===== src/rtl/conf_int_mul_seq_ctrl.sv =====
// Sequencer for the approximate 16-bit multiplier wrapper: steps LOAD/ROW/COL/DRAIN
// over one block, drives the wrapper's state/count0/rstP/rapx, and tracks product validity.
module conf_int_mul_seq_ctrl #(
    parameter int BLK_LEN  = 64,
    parameter int PIPE_LAT = 3
) (
    input  logic       clk,
    input  logic       racc,
    input  logic       start,
    input  logic       apx_en,
    input  logic       in_valid,
    output logic       busy,
    output logic [2:0] mul_state,
    output logic [8:0] count0,
    output logic       rstP,
    output logic       rapx,
    output logic       p_valid,
    output logic       done
);

    localparam logic [2:0] S_IDLE  = 3'b000;
    localparam logic [2:0] S_LOAD  = 3'b001;
    localparam logic [2:0] S_ROW   = 3'b010;
    localparam logic [2:0] S_COL   = 3'b011;
    localparam logic [2:0] S_DRAIN = 3'b100;

    localparam logic [8:0] CNT_LAST = 9'(BLK_LEN - 1);
    localparam int         DW       = (PIPE_LAT > 1) ? $clog2(PIPE_LAT) : 1;
    localparam logic [DW-1:0] DRAIN_LAST = DW'(PIPE_LAT - 1);

    logic [2:0]          r_state;
    logic [8:0]          r_cnt;
    logic [DW-1:0]       r_drain;
    logic                r_busy;
    logic                r_rstp;
    logic                r_rapx;
    logic [PIPE_LAT-1:0] r_vld_pipe;

    logic [2:0]    w_state_nxt;
    logic [8:0]    w_cnt_nxt;
    logic [DW-1:0] w_drain_nxt;
    logic          w_busy_nxt;
    logic          w_rstp_nxt;
    logic          w_rapx_nxt;
    logic          w_phase_last;
    logic          w_opnd;
    logic          w_drain_end;

    assign w_phase_last = in_valid && (r_cnt == CNT_LAST);
    assign w_opnd       = in_valid && ((r_state == S_ROW) || (r_state == S_COL));
    assign w_drain_end  = (r_state == S_DRAIN) && (r_drain == DRAIN_LAST);

    always_comb begin
        w_state_nxt = r_state;
        w_cnt_nxt   = r_cnt;
        w_drain_nxt = r_drain;
        w_busy_nxt  = r_busy;
        w_rstp_nxt  = 1'b0;
        w_rapx_nxt  = r_rapx;
        case (r_state)
            S_IDLE: begin
                if (start) begin
                    w_state_nxt = S_LOAD;
                    w_busy_nxt  = 1'b1;
                    w_rapx_nxt  = apx_en;
                    w_cnt_nxt   = 9'd0;
                end
            end
            S_LOAD, S_ROW, S_COL: begin
                if (w_phase_last) begin
                    w_cnt_nxt = 9'd0;
                    case (r_state)
                        S_LOAD: begin
                            w_state_nxt = S_ROW;
                            w_rstp_nxt  = 1'b1;
                        end
                        S_ROW: begin
                            w_state_nxt = S_COL;
                            w_rstp_nxt  = 1'b1;
                        end
                        default: begin
                            w_state_nxt = S_DRAIN;
                            w_drain_nxt = '0;
                        end
                    endcase
                end else if (in_valid) begin
                    w_cnt_nxt = r_cnt + 9'd1;
                end
            end
            S_DRAIN: begin
                // in_valid is ignored here; only the pipeline tail is being flushed
                if (w_drain_end) begin
                    w_state_nxt = S_IDLE;
                    w_busy_nxt  = 1'b0;
                end else begin
                    w_drain_nxt = r_drain + 1'b1;
                end
            end
            default: begin
                w_state_nxt = S_IDLE;
                w_busy_nxt  = 1'b0;
                w_cnt_nxt   = 9'd0;
            end
        endcase
    end

    always_ff @(posedge clk or posedge racc) begin
        if (racc) begin
            r_state <= S_IDLE;
            r_cnt   <= 9'd0;
            r_drain <= '0;
            r_busy  <= 1'b0;
            r_rstp  <= 1'b1;
            r_rapx  <= 1'b0;
        end else begin
            r_state <= w_state_nxt;
            r_cnt   <= w_cnt_nxt;
            r_drain <= w_drain_nxt;
            r_busy  <= w_busy_nxt;
            r_rstp  <= w_rstp_nxt;
            r_rapx  <= w_rapx_nxt;
        end
    end

    // Product-valid shift register mirrors the wrapper's multiply latency; bubbles ride along.
    always_ff @(posedge clk or posedge racc) begin
        if (racc) begin
            r_vld_pipe <= '0;
        end else begin
            r_vld_pipe <= {r_vld_pipe[PIPE_LAT-2:0], w_opnd};
        end
    end

    assign busy      = r_busy;
    assign mul_state = r_state;
    assign count0    = r_cnt;
    assign rstP      = r_rstp;
    assign rapx      = r_rapx;
    assign p_valid   = r_vld_pipe[PIPE_LAT-1];
    assign done      = w_drain_end;

endmodule

===== config.mk =====
export PLATFORM = sky130hd
export DESIGN_NAME = conf_int_mul_seq_ctrl
export DESIGN_NICKNAME = d
export VERILOG_FILES = /design/src/rtl/conf_int_mul_seq_ctrl.sv
export SDC_FILE = /design/constraint.sdc
export NUM_CORES = 1
export LEC_CHECK = 0
export ABC_AREA = 1
export CORE_MARGIN = 5
export CORE_UTILIZATION = 49
export DETAILED_ROUTE_END_ITERATION = 16
export HOLD_SLACK_MARGIN = 0.03
export PLACE_DENSITY_LB_ADDON = 0.08
export SYNTH_ARGS = -nofsm -noshare
export SYNTH_HDL_FRONTEND = slang
export SYNTH_SLANG_ARGS = --single-unit

===== constraint.sdc =====
create_clock -name clk -period 1.55 [get_ports clk]
set_input_delay 0.2325 -clock clk [delete_from_list [all_inputs] [get_ports clk]]
set_output_delay 0.2325 -clock clk [all_outputs]
set_load 0.02 [all_outputs]

==> Word level (Yosys, flattened, before mapping) <==
Cells that the tools add are included.
{ "op_classes": {"addsub": 2, "eq_ne": 12, "muxes": 19, "bitwise_logic": 2, "n_reduce_logical": 13} }
{ "ops": {"columns": ["op", "count"], "rows": [
  ["$mux 9", 3],
  ["$pmux 9 s3", 1],
  ["$ne 2x2->1 const B", 5],
  ["$add 9x1->9 const B", 1],
  ["$eq 9x6->1 const B", 1],
  ["$mux 3", 3],
  ["$pmux 3 s3", 1],
  ["$reduce_and 3->1", 3],
  ["$eq 3x2->1 const B", 2],
  ["$mux 2", 3],
  ["$pmux 3 s2", 1],
  ["$mux 1", 5],
  ["$pmux 2 s2", 1],
  ["$reduce_and 4->1", 1],
  ["$eq 3x1->1 const B", 1],
  ["$eq 3x3->1 const B", 1],
  ["$logic_and 1x1->1", 3],
  ["$logic_not 3->1", 1],
  ["$ne 3x3->1 const B", 1],
  ["$pmux 1 s3", 1],
  ["$reduce_or 3->1", 1],
  ["$add 2x1->2 const B", 1],
  ["$eq 2x2->1 const B", 1],
  ["$not 1->1", 2],
  ["4 further kinds", 4]
]} }
{ "totals": {"ff_bits": 20, "input_bits": 5, "out_inout_bits": 17, "elab_cells": 55} }

==> Depth between registers and ports, before layout <==
Gate-level depths: netlist of the first run.
{ "logic_depth": {"depth_word": 5, "ltp_mapped": 9, "ltp_nobuf": 9} }

==> Worst setup path after synthesis of the first run <==
Ideal clock, no wire load.
{ "synth_path": {"path_type": "flip-flop to flip-flop", "start": "reg r_cnt[1], in the netlist count0[1]", "end": "reg r_cnt[7], in the netlist count0[7]", "setup_time_ns": 0.121, "t_arrival_ns": 1.291, "required_ns": 1.429, "path_slack_ns": 0.138, "stages_incl_launch_ff": 9, "path_buffers": 0, "synth_period_minus_slack_ns": 1.412, "cell_sequence": "dfrtp_1 ha_1 nand2_1 nor2_2 nand2_2 nand2_2 nand2_1 o21ai_0 nor2_1"} }
{ "synth_via": {"elab_chain_cells": 4, "word_cells_on_any_way": 8, "cone_classes": "add/sub (1); eq/ne (2); mux (3); reduce/logical (2)"} }
{ "synth_rtl": {"columns": ["item", "line", "rtl"], "rows": [
  ["start: declaration", "32", "logic [8:0] r_cnt;"],
  ["start signal: assignment", "117", "r_cnt <= w_cnt_nxt;"],
  ["$add 9x1->9 or $eq 9x6->1 (tied branches)", "87, 49", null],
  ["$mux 9 or $logic_and 1x1->1 (tied branches)", "86, 49", null],
  ["$mux 9 or $ne 3x3->1 (tied branches)", null, null],
  ["$pmux 9 s3 or $reduce_and 3->1 (tied branches)", null, null]
]} }
Several ways; a longest one is shown, not always the timed one. The select of a mux whose other input is x is not followed.
A chain may end at the register's enable or synchronous reset.

==> Worst setup path in the final report of the first run <==
{ "layout_path": {"start": "reg r_drain[0]", "end": "out done"} }
{ "layout_via": {"elab_chain_cells": 2} }
{ "layout_rtl": {"columns": ["item", "line", "rtl"], "rows": [
  ["start: declaration", "33", "logic [DW-1:0] r_drain;"],
  ["start signal: assignment", "118", "r_drain <= w_drain_nxt;"],
  ["$eq 2x2->1", "51", "assign w_drain_end = (r_state == S_DRAIN) && (r_drain == DRAIN_LAST);"],
  ["$logic_and 1x1->1", "51", null],
  ["end: declaration", "18", "output logic done"]
]} }
No other way between the ends.

==> flow_summary.yaml, run 1 <==
sta:
  min_period_ps: 1490
  fmax_mhz: 672
  hold_violations: 0
  setup_slack_ps: 61.7
  tns_ps: 0
  relSlewSlack_pct: 74.0
  finalCritPeriodShare_pct: 96.0
  slew_violations: 0
  skew_ps: 1.67
  tightest_slew_ps: 390
  timing.hold.ws_ps: 192
  setup_viol: 0
layout:
  multi_input_area_sq_um: 453
  diodes: 0
  design_area_sq_um: 1370
  drive_above_1_share_pct: 20.0
  areaGrowthSynthToFinish_pct: 34.0
  nets: 168
  fillCellCount: 161
  seqCellArea_sq_um: 502
placement:
  place_area_sq_um: 1320
  dp_slack_ps: -91.4
  port_buffers: 21
  place_congestion: 0.859
  dp_hpwl_um: 1650
synth:
  synth_ff_type: "dfrtp_1"
  async_flop_share_pct: 100
  synth_seq_cells: 20
  synth_area_leaders: "dfrtp_1 (46%), nand2_1 (12%), inv_1 (7.0%)"
  yosys_warnings: 0
  synthMostInstantiatedCell: "nand2_1"
  synth_common_cells: "nand2_1 (34), dfrtp_1 (19), inv_1 (19)"
  yosys.area.top_type: "dfrtp_1"
  avgSynthCellArea_sq_um: 8.12
  yosysUniqueCellTypes: 23
  netlist_area_sq_um: 1020
  yosysTopAreaCellShare_pct: 46.5
  yosysSeqAreaShare_pct: 49.0
  synth_edf_count: 0
  synthCells: 126
  synth_nets: 133
job:
  drv_cap: 0
clock_tree:
  cts.path.max_buffers: 2
  path_clk_slew_ps: 120
  clk_latency_ps: 310
  holdBufCountCts: 0
  cts_root_buffer: "clkbuf_4"
  htreeDepth: 1
  cts-buffers-inserted: 3
  cts_tree: "done"
  numClockSinks: 20
grt:
  grt_max_degree: 12
  grt_pass1_vias: 903
  grt_use_total_pct: 15.0
  overflow: 0
  antenna_found_initial: 0
  grt_pass1_wl_um: 3790
floorplanning:
  ios: 22
  die_h_um: 55.7
  rows: 16
  die_x_um: 55.7
  initial_core_util_pct: 51.6
  dieArea_sq_um: 3100
  core_sq_um: 1980
routing:
  vias: 919
  first_pass_iters: 4
  antenna_left: 0
  drc_errors: 0
  wl_um: 2110
  drt_iter0_drc: 42
  viasPerCell: 4.91
  routedWlPerCell_um: 11.3
power_and_ir_drop:
  finalPower_mw: 2.16
  irDropWorstVdd_uv: 1080
  p_leak_nw: 0.759
  p_per_area_nw_per_um2: 1570
setup_path:
  cp_data_required_time_ps: 1320
  critPathArrivalTime_ps: 1260
  crit_family: "flip-flops"
  crit_fanout: 2
  critPathKind: "register to primary output"
  crit_path_top_delay_cell: "dfrtp_1"
  crit_chain: "inv_2 -> ha_4 -> inv_2 -> nor3_2 -> buf_4"
  worst_setup_path_start_kind: "register"
  crit_path_frequent_cell: "inv_2"
  worstSetupEndpointType: "primary output"
  max_stage_delay_ps: 410
  cp_num_buf_inv: 3
hold_path:
  hp-class: "primary input to async pin"
status:
  status: "completed"
-- cells by family (layout without fill, tap and decap cells) --
kind of cell / count (synthesis) / count (layout) / share of synthesized area, %
compound gates: 12 / 12 / 5.99
xor+xnor: 1 / 1 / 0.856
fa+ha+maj: 2 / 2 / 2.44
buf+inv: 21 / 55 / 8.43
flops: 20 / 20 / 49.0
mux: 1 / 1 / 1.10
simple gates: 69 / 69 / 32.2
-- what timing repair did --
action                     in CTS  in global routing
setup buffers                   0                  2
setup endpoints to repair      14                  5
pin swaps                       0                  2
gates resized for setup        18                  8
gates cloned                    0                  0
-- per-stage QoR --
stage,std cells,util (%)
floorplan,126,-
global route,187,69.2
CTS,185,67.2
detailed placement,181,66.4
finish,187,69.2
global placement,181,66.4
-- cell usage in the layout (no fill, tap or decap) --
| cell | synthesis | layout |
|---|---|---|
| clkdlybuf4s50_1 | 0 | 5 |
| dlymetal6s2s_1 | 0 | 2 |
| dfrtp_1 | 19 | 19 |
| inv_2 | 1 | 3 |
| buf_4 | 0 | 11 |
| a31oi_1 | 1 | 1 |
| nand3b_1 | 2 | 2 |
| or2_2 | 1 | 1 |
| o21ai_1 | 2 | 2 |
| nor2_4 | 2 | 2 |
| nor3_2 | 0 | 1 |
| a21oi_1 | 3 | 3 |
| dlygate4sd2_1 | 0 | 13 |
| clkbuf_8 | 0 | 1 |
| nor2_1 | 11 | 11 |
| inv_1 | 19 | 17 |
| o21ai_0 | 6 | 6 |
| mux2_2 | 1 | 1 |
| nand2_1 | 34 | 34 |
| nand4_1 | 4 | 4 |
| nand2_2 | 4 | 4 |
| nand3_2 | 2 | 2 |
| nor3_1 | 2 | 1 |
| clkbuf_4 | 0 | 3 |
| ha_4 | 0 | 1 |
| xor2_1 | 1 | 1 |
| nor2_2 | 1 | 1 |
| nand3_1 | 6 | 6 |
| ha_1 | 2 | 1 |
| dfstp_2 | 1 | 1 |
-- final cells by class --
| class | instances | area share [%] |
|---|---|---|
| clock buffers | 4 | 2.65 |
| inverters | 20 | 5.47 |
| multi-input cells | 85 | 33.0 |
| flip-flops and latches | 20 | 36.6 |
| well taps | 27 | 2.46 |
| repair buffers | 31 | 19.8 |
-- path summary, 6_finish.rpt --
kind,slack [ps],startpoint,endpoint,depth (start not counted)
worst min register to register,370,r_vld_pipe[0],r_vld_pipe[1],0
worst min-delay path,190,racc,count0[8],2
min in group clk,370,r_vld_pipe[0],r_vld_pipe[1],0
worst max-delay path,60,r_drain[0],done,5
max in group asynchronous,870,racc,busy,3
worst max register to register,120,mul_state[0],count0[7],7
-- registers in the layout (all words and copies together) (netlist names) --
name        count
count0          9
mul_state       3
r_vld_pipe      3
r_drain         2
busy            1
rapx            1
rstP            1
-- layer usage --
metal	vias to the layer above	wire [um]	part of all wire (%)	global-route usage [%]
li1	466	-	-	-
met1	423	976	46	19.5
met2	25	967	46	23.3
met3	5	120	5.7	3.48
met4	0	41	1.9	7.64
met5	-	0	0	0
-- worst register-to-register path, stage by stage (launching register included) --
cell	delay [ps]
dfrtp_1	410
buf_4	160
nor2_4	160
nand3_2	120
nand2_2	170
nand2_1	110
o21ai_0	160
nor2_1	50
-- power by group --
| part | internal (mW) | switching [mW] |
|---|---|---|
| Sequential | 0.656 | 0.0879 |
| Clock | 0.143 | 0.168 |
| Combinational | 0.431 | 0.671 |
| Total | 1.23 | 0.926 |
(Power assumes the default switching activity.)
==> run 2: changes to the inputs <==
Settings changed: GPL_TIMING_DRIVEN from default to 0.
==> flow_summary.yaml, run 2 (synthesized netlist as in run 1, its figures left out) <==
status:
  status: "completed"
setup_path:
  crit_path_top_delay_cell: "dfrtp_1"
  reg2reg_slack_ps: 110
  crit_chain: "inv_2 -> nand2_2 -> nor3_2 -> buf_4"
  crit_fanout: 4
  cp_data_required_time_ps: 1320
  worstSetupEndpointType: "primary output"
  ff2ff_path_depth: 8
  reg2reg_from: "count0[1]"
  critPathArrivalTime_ps: 1280
  cp_num_cells: 4
  timing.rr.end: "r_drain[0]"
  critPathKind: "register to primary output"
  worst_setup_path_start_kind: "register"
  crit_start: "mul_state[1]"
  cp_num_buf_inv: 2
  max_stage_delay_ps: 450
  crit_family: "flip-flops"
  cp-endpoint: "done"
power_and_ir_drop:
  p_per_area_nw_per_um2: 1560
  irDropWorstVdd_uv: 1200
  finalPower_mw: 2.04
  p_leak_nw: 0.708
floorplanning:
  die_h_um: 55.7
  core_sq_um: 1980
  ios: 22
  die_x_um: 55.7
  dieArea_sq_um: 3100
  initial_core_util_pct: 51.6
  rows: 16
sta:
  hold_violations: 0
  fmax_mhz: 659
  finalCritPeriodShare_pct: 97.9
  setup_viol: 0
  skew_ps: 3.93
  relSlewSlack_pct: 52.0
  slew_violations: 0
  min_period_ps: 1520
  tightest_slew_ps: 720
  tns_ps: 0
routing:
  wl_um: 2040
  viasPerCell: 4.96
  drt_iter0_drc: 15
  drc_errors: 0
  routedWlPerCell_um: 11.5
  vias: 883
  first_pass_iters: 4
  antenna_left: 0
layout:
  areaGrowthSynthToFinish_pct: 27.3
  drive_above_1_share_pct: 17.2
  multi_input_area_sq_um: 458
  largest_reg_flops: 9
  diodes: 0
  seqCellArea_sq_um: 502
  final_cells: 178
  final_common_cell: "nand2_1"
  fillCellCount: 169
  nets: 159
  layout_common_cells: "nand2_1 (33), dfrtp_1 (19), inv_1 (15), dlygate4sd2_1 (13), nor2_1 (11)"
placement:
  place_congestion: 0.820
  port_buffers: 21
  dpl.cell_count: 174
  dp_hpwl_um: 1540
grt:
  grt_pass1_vias: 855
  grt_use_total_pct: 14.7
  overflow: 0
  antenna_found_initial: 0
  grt_max_degree: 21
  grt_pass1_wl_um: 3630
clock_tree:
  path_clk_slew_ps: 110
  cts_root_buffer: "clkbuf_4"
  clk_latency_ps: 300
  htreeDepth: 1
  cts_tree: "done"
  cts_setup_buffers: 0
  numClockSinks: 20
  cts.path.max_buffers: 2
  cts-buffers-inserted: 3
  holdBufCountCts: 0
job:
  drv_cap: 0
hold_path:
  hp-class: "primary input to async pin"
## run 2: layout make-up
class / count / share of cell area [%]
flip-flops and latches: 20 / 38.5
well taps: 27 / 2.59
plain buffers: 1 / 0.865
repair buffers: 21 / 15.1
inverters: 20 / 5.76
multi-input cells: 85 / 35.2
clock buffers: 4 / 2.02
## run 2: metrics by stage
| stage | setup WS (ps) | cell area [sq um] | util, % | hold slack, ps |
|---|---|---|---|---|
| final | 32.6 | 1300 | 65.7 | 343 |
| after global routing | -37.3 | 1300 | 65.7 | 379 |
| after CTS | 2.00 | 1270 | 64.2 | 361 |
| after detailed placement | -101 | 1270 | 64.0 | 337 |
| after global placement | -71.8 | 1270 | 64.0 | 331 |
| after floorplan | 138 | 1020 | - | 196 |
## run 2: worst min-delay path by stage
stage	startpoint	end	slack (ps)	depth (start not counted)
6_report	racc	count0[1]	340	2
5_1_grt	r_vld_pipe[1]	r_vld_pipe[2]	380	0
4_1_cts	r_vld_pipe[0]	r_vld_pipe[1]	360	0
3_5_place_dp	r_vld_pipe[0]	r_vld_pipe[1]	340	0
3_3_place_gp	r_vld_pipe[0]	r_vld_pipe[1]	330	0
2_1_floorplan	racc	busy	200	1
## run 2: metal layers
metal | GRT usage, % | vias to the layer above | share of wire (%)
met5 | 0 | - | 0
met4 | 9.38 | 0 | 2.3
met3 | 2.78 | 5 | 5.5
met2 | 22.5 | 24 | 44
met1 | 18.8 | 403 | 48
li1 | - | 451 | -
## run 2: timing repair
action	CTS	global route
endpoints found under the setup margin	14	7
gates resized for setup	18	12
pin swaps	0	2
cloned	0	0
## run 2: where the power goes
| group | internal, mW | switching, mW |
|---|---|---|
| logic | 0.367 | 0.637 |
| registers | 0.655 | 0.125 |
| clock network | 0.100 | 0.153 |
==> run 3: changes to the inputs <==
Settings changed: GPL_ROUTABILITY_DRIVEN from default to 0, SETUP_SLACK_MARGIN from default to 0.02.
==> flow_summary.yaml, run 3 (synthesized netlist as in run 1, its figures left out) <==
status:
  status: "completed"
setup_path:
  reg2reg_from: "count0[1]"
  cp_num_cells: 4
  cp_data_required_time_ps: 1320
  cp-endpoint: "done"
  worst_setup_path_start_kind: "register"
  crit_fanout: 4
  worstSetupEndpointType: "primary output"
  reg2reg_slack_ps: 110
  max_stage_delay_ps: 450
  ff2ff_path_depth: 8
  crit_chain: "inv_2 -> nand2_2 -> nor3_2 -> buf_4"
  critPathKind: "register to primary output"
  timing.rr.end: "r_drain[0]"
  crit_path_top_delay_cell: "dfrtp_1"
  crit_family: "flip-flops"
  critPathArrivalTime_ps: 1280
  cp_num_buf_inv: 2
  crit_start: "mul_state[1]"
clock_tree:
  holdBufCountCts: 0
  cts-buffers-inserted: 3
  clk_latency_ps: 300
  htreeDepth: 1
  cts_tree: "done"
  path_clk_slew_ps: 110
  cts_root_buffer: "clkbuf_4"
  cts.path.max_buffers: 2
  numClockSinks: 20
layout:
  largest_reg_flops: 9
  design_area_sq_um: 1310
  seqCellArea_sq_um: 502
  diodes: 0
  areaGrowthSynthToFinish_pct: 27.5
  layout_common_cells: "nand2_1 (33), dfrtp_1 (19), inv_1 (15), dlygate4sd2_1 (13), nor2_1 (11)"
  multi_input_area_sq_um: 458
  drive_above_1_share_pct: 17.2
  final_common_cell: "nand2_1"
  nets: 159
  fillCellCount: 168
sta:
  min_period_ps: 1520
  relSlewSlack_pct: 52.0
  skew_ps: 3.93
  rsz0062_at_grt: "true"
  setup_viol: 0
  setup_slack_ps: 32.6
  finalCritPeriodShare_pct: 97.9
  timing.hold.ws_ps: 343
  tightest_slew_ps: 720
  fmax_mhz: 659
  hold_violations: 0
  slew_violations: 0
floorplanning:
  die_x_um: 55.7
  die_h_um: 55.7
  rows: 16
  ios: 22
  dieArea_sq_um: 3100
  initial_core_util_pct: 51.6
  core_sq_um: 1980
routing:
  viasPerCell: 4.96
  vias: 883
  antenna_left: 0
  first_pass_iters: 4
  drc_errors: 0
  drt_iter0_drc: 15
  routedWlPerCell_um: 11.5
  wl_um: 2050
placement:
  dp_hpwl_um: 1540
  place_area_sq_um: 1270
  port_buffers: 21
  dp_slack_ps: -101
grt:
  grt_pass1_vias: 855
  grt_pass1_wl_um: 3640
  antenna_found_initial: 0
  grt_use_total_pct: 14.7
  overflow: 0
  grt_max_degree: 21
power_and_ir_drop:
  p_per_area_nw_per_um2: 1560
  irDropWorstVdd_uv: 1180
  p_leak_nw: 0.724
hold_path:
  hp-class: "primary input to async pin"
job:
  drv_cap: 0
-- run 3: changes by cell type in the layout (fill, tap and decap cells not counted), sizes merged --
cell,change
dlymetal6s2s,+1
clkdlybuf4s50,-1
-- run 3: metrics by stage --
stage	std cells	TNS (ps)	total power, mW	utilization (%)
final	178	0	2.04	65.8
after global routing	178	-37.3	2.20	65.8
after CTS	178	0	2.02	64.2
after detailed placement	174	-101	1.80	64.0
after global placement	174	-71.8	1.77	64.0
after floorplan	126	0	1.44	-
-- run 3: layout make-up --
cell class	count	share of cell area [%]
flip-flops and latches	20	38.4
multi-input cells	85	35.1
repair buffers	21	15.2
inverters	20	5.75
well taps	27	2.59
clock buffers	4	2.01
plain buffers	1	0.863
-- run 3: timing repair --
item | 4_1_cts | 5_1_grt
buffers inserted | 0 | 0
endpoints found under the setup margin | 14 | 12
pin swaps | 0 | 2
resized for setup | 19 | 12
-- run 3: worst min-delay path by stage --
stage	from	endpoint	slack, ps	depth (start not counted)
finish	racc	count0[1]	340	2
global route	r_vld_pipe[1]	r_vld_pipe[2]	380	0
CTS	r_vld_pipe[0]	r_vld_pipe[1]	360	0
detailed placement	r_vld_pipe[0]	r_vld_pipe[1]	340	0
global placement	r_vld_pipe[0]	r_vld_pipe[1]	330	0
floorplan	racc	busy	200	1
-- run 3: power by group --
group / internal [mW] / total [mW] / switching (mW)
logic: 0.366 / 1.00 / 0.637
clock network: 0.100 / 0.253 / 0.153
registers: 0.655 / 0.781 / 0.125
-- run 3: worst register-to-register path, delay by kind of cell, from the launching register on --
family	cells	cell delay [ps]
fa+ha+maj	1	220
flops	1	410
simple gates	7	720
-- run 3: layer usage --
metal | track usage, % | share of wire (%) | vias to the layer above
met5 | 0 | 0 | -
met4 | 9.38 | 2.2 | 0
met3 | 2.78 | 5.3 | 5
met2 | 22.5 | 45 | 24
met1 | 19.0 | 48 | 403
li1 | - | - | 451
